`config.mk`:
```
export PLATFORM = sky130hd
export DESIGN_NAME = roberto_tx_serial
export DESIGN_NICKNAME = d
export VERILOG_FILES = /design/src/rtl/roberto_tx_serial.sv
export SDC_FILE = /design/constraint.sdc
export NUM_CORES = 1
export LEC_CHECK = 0
export CAP_MARGIN = 0
export CORE_AREA = 2 2 61 63
export CTS_BUF_LIST = sky130_fd_sc_hd__clkbuf_16
export DETAILED_ROUTE_END_ITERATION = 10
export DIE_AREA = 0 0 63 65
export PLACE_DENSITY = 0.63
export SLEW_MARGIN = 10
export SYNTH_ARGS = -nofsm -noshare
export SYNTH_HDL_FRONTEND = slang
export SYNTH_SLANG_ARGS = --single-unit
```
`constraint.sdc`:
```
create_clock -name clock -period 2.4 [get_ports clock]
set_input_delay 0.72 -clock clock [delete_from_list [all_inputs] [get_ports clock]]
set_output_delay 0.72 -clock clock [all_outputs]
set_load 0.01 [all_outputs]
```
`src/rtl/roberto_tx_serial.sv`:
```
// Asynchronous serial transmitter: 7 data bits, LSB first, 1 stop bit; odd parity when ROBERTO_TX_PARITY_EN is defined (7O1), else 7N1.
// Request-to-pronto latency 1+FW*DIV cycles; partida is only sampled in IDLE, so a held request cannot duplicate a frame.
module roberto_tx_serial #(
    parameter int DIV   = 434,
    parameter int CNT_W = 9
) (
    input  logic       clock,
    input  logic       reset,
    input  logic       partida,
    input  logic [6:0] dados,
    output logic       saida_serial,
    output logic       pronto,
    output logic       ocupado,
    output logic [2:0] db_estado
);

`ifdef ROBERTO_TX_PARITY_EN
    localparam int FW = 10;
`else
    localparam int FW = 9;
`endif

    localparam logic [CNT_W-1:0] LAST_CNT = CNT_W'(DIV - 1);
    localparam logic [3:0]       LAST_BIT = 4'(FW - 1);

    typedef enum logic [1:0] {
        ST_IDLE  = 2'b00,
        ST_TX    = 2'b01,
        ST_FINAL = 2'b10,
        ST_BAD   = 2'b11
    } state_t;

    state_t            state_q, state_d;
    logic [FW-1:0]     frame_q, frame_d;
    logic [3:0]        bit_q, bit_d;
    logic [CNT_W-1:0]  cnt_q, cnt_d;
    logic              saida_q, saida_d;
    logic              pronto_q, pronto_d;
    logic              ocupado_q, ocupado_d;
    logic [FW-1:0]     new_frame;

`ifdef ROBERTO_TX_PARITY_EN
    assign new_frame = {1'b1, ~^dados, dados, 1'b0};
`else
    assign new_frame = {1'b1, dados, 1'b0};
`endif

    always_comb begin
        state_d = state_q;
        frame_d = frame_q;
        bit_d   = bit_q;
        cnt_d   = cnt_q;
        case (state_q)
            ST_IDLE: begin
                if (partida) begin
                    frame_d = new_frame;
                    bit_d   = 4'd0;
                    cnt_d   = '0;
                    state_d = ST_TX;
                end
            end
            ST_TX: begin
                if (cnt_q == LAST_CNT) begin
                    cnt_d   = '0;
                    frame_d = {1'b1, frame_q[FW-1:1]};
                    if (bit_q == LAST_BIT) begin
                        bit_d   = 4'd0;
                        state_d = ST_FINAL;
                    end else begin
                        bit_d = bit_q + 4'd1;
                    end
                end else begin
                    cnt_d = cnt_q + CNT_W'(1);
                end
            end
            ST_FINAL: state_d = ST_IDLE;
            default: begin
                state_d = ST_IDLE;
                frame_d = '1;
                bit_d   = 4'd0;
                cnt_d   = '0;
            end
        endcase

        // Outputs are registered from the next state so they line up with state_q.
        saida_d   = (state_d == ST_TX) ? frame_d[0] : 1'b1;
        pronto_d  = (state_d == ST_FINAL);
        ocupado_d = (state_d == ST_TX) || (state_d == ST_FINAL);
    end

    always_ff @(posedge clock) begin
        if (reset) begin
            state_q   <= ST_IDLE;
            frame_q   <= '1;
            bit_q     <= 4'd0;
            cnt_q     <= '0;
            saida_q   <= 1'b1;
            pronto_q  <= 1'b0;
            ocupado_q <= 1'b0;
        end else begin
            state_q   <= state_d;
            frame_q   <= frame_d;
            bit_q     <= bit_d;
            cnt_q     <= cnt_d;
            saida_q   <= saida_d;
            pronto_q  <= pronto_d;
            ocupado_q <= ocupado_d;
        end
    end

    always_comb begin
        case (state_q)
            ST_IDLE:  db_estado = 3'b000;
            ST_TX:    db_estado = 3'b001;
            ST_FINAL: db_estado = 3'b010;
            default:  db_estado = 3'b111;
        endcase
    end

    assign saida_serial = saida_q;
    assign pronto       = pronto_q;
    assign ocupado      = ocupado_q;

endmodule

```
==> flow_summary.ini <==
[yosys]
synth_edf_count = 0
syn_area_per_cell_um2 = 9.348
ys.flop_type = dfxtp_1
yosysSeqAreaShare = 0.4130
yosysWarnings = 0
syn_area_um2 = 1309
async_reset_ff_frac = 0
ys_types = 47
synth_cells = 140
synth_fp_nets = 156
yosys_register_bits = 27

[floorplan]
start_util = 0.3744
pin_count = 16
dieArea_um2 = 4095
die_x_um = 63
coreArea_um2 = 3496
die_y_um = 65
num_rows = 22

[clock_tree]
clk_pin_slew_ps = 70
cts_tree = done
clock_path_buffers = 2
insertion_delay_ps = 260
clockRootBuffer = clkbuf_16
cts_buffers = 3
hold_buffers = 0
htreeDepth = 1
post_cts_buffers = 0
cts_resized = 0
clock_sinks = 27

[min_path]
hold_path.startpoint = frame_q[8]$_SDFFE_PP1P_
hold_class = reg2reg

[critical_path]
cp-end-kind = output pin
r2r-start = cnt_q[0]$_SDFFE_PP0P_
crit_chain = and2_1 > clkdlybuf4s50_1
start_kind = register
worstPathArrival_ps = 1410
crit_buf_inv = 1
critical-path-max-stage-delay_ps = 520
setup.worst_path.class = reg2out
cp_max_fo = 8
cp_data_required_time_ps = 1680
worstSetupStartpoint = state_q[1]$_SDFF_PP0_
slowest_stage = clkdlybuf4s50_1
crit_family = buffers and inverters
r2r_slack_ps = 530

[sta]
skew_ps = 5.130
setup_ws_ps = 267.7
finalCritPeriodShare = 0.8885
rsz0062_at_grt = no
hold_violations = 0
final-setup-viol-count = 0
period_needed_ps = 2132
worst_pin_slew_ps = 424.3
fin_setup_tns_ps = 0
fmax_ghz = 0.4690
max_slew_margin = 0.7171
drv_slew = 0

[detailed_routing]
viasPerCell = 5.242
drtPass1Iterations = 4
ant_nets = 0
drtIter0Drc = 30
num_vias = 1085
routed_wl_um = 2658
drc = 0
wire_per_inst_um = 12.84

[power]
max-vdd-ir-drop_uv = 315.0
power_density_nw_per_um2 = 598.9
cellLeakagePower_nw = 0.6154

[final_layout]
area_growth_pct = 23.90
antenna_cells = 0
nets = 176
layout-drive-gt1-share = 0.09434
final_cell_mix = dfxtp_1, clkdlybuf4s50_1, nor2_1
nFillCells = 342
final_common_cell = dfxtp_1

[grt]
track_usage = 0.1466
grt_pass1_vias = 1080
antenna_found_initial = 0
grt_pass1_wl_um = 4788
grt-ovfl-total = 0
grt_max_degree = 17

[place]
gp_congestion = 0.7874
portBuffers = 15
pre_cts_slack_ps = 165.3
hpwl_um = 1927

[run_status]
status = finished clean

[run]
cap_violations = 0
[state kept, by name (all words and copies together), names as in the netlist]
signal,count
cnt_q,9
frame_q,9
bit_q,4
saida_serial,1
state_q,2
pronto,1
ocupado,1
[worst reg2reg max path, stage by stage, from the launching register on]
cell and delay (ps):
dfxtp_1 410, ha_1 200, nand4b_1 200, o21ai_1 370, a21o_1 450, o22a_1 190
[worst paths after layout]
kind                                  end  cells after the start
setup / recovery             db_estado[2]                      2
hold / removal    frame_q[8]$_SDFFE_PP1P_                      1
hold reg to reg   frame_q[8]$_SDFFE_PP1P_                      1
setup reg to reg  frame_q[3]$_SDFFE_PP1P_                      5
[metal layers]
metal / track usage / routed length [um] / share of wire
met1: 0.1748 / 1179 / 0.44
met2: 0.2527 / 1334 / 0.50
met3: 0.03299 / 119 / 0.045
met4: 0.06389 / 25 / 0.0094
met5: 0 / 0 / 0
[report_power, final]
group          switching, mW  internal [mW]  leakage (nW)
registers            0.00982          0.467         0.221
logic                 0.0546         0.0575         0.358
clock network          0.156          0.226        0.0371
total                  0.221          0.750         0.615
[synth_stat cells (all sizes together) (5+ instances only)]
cell | count | area (um^2)
nor2b | 6 | 40.04
ha | 6 | 75.07
nor2 | 13 | 51.30
a22o | 7 | 61.31
inv | 7 | 26.27
nand2b | 5 | 31.28
o22a | 8 | 70.07
o21ai | 7 | 35.03
xor2 | 5 | 43.79
dfxtp | 27 | 540.5
[cell families after synthesis]
kind of cell	after synthesis	share of synthesized area
multiplexers	1	0.007648
flip-flops	27	0.4130
buffers and inverters	14	0.04493
XOR/XNOR	6	0.04015
AND/OR/NAND/NOR	46	0.2094
adder cells (fa/ha/maj)	6	0.05736
AO/OA/AOI/OAI	40	0.2275
[layout make-up]
type                            count  area (um^2)  area share
Timing Repair Buffer               22        202.7      0.1250
Tap cell                           48        60.06     0.03704
Clock buffer                        3        75.07     0.04630
Sequential cell                    27        540.5      0.3333
Clock inverter                      1        7.507    0.004630
Multi-Input combinational cell     99        709.4      0.4375
Inverter                            7        26.28     0.01620
[stage by stage]
stage	total power [mW]	cells	hold slack, ps	instance area [um^2]	utilization
final	0.9712	207	459.4	1622	0.4639
after global routing	1.025	207	486.9	1622	0.4639
after CTS	0.9856	207	462.7	1622	0.4639
after detailed placement	0.5987	203	443.1	1539	0.4402
after global placement	0.5964	203	428.2	1539	0.4402
after floorplan	0.5517	140	410.6	1309	-
Power figures use the tool's default switching activity.
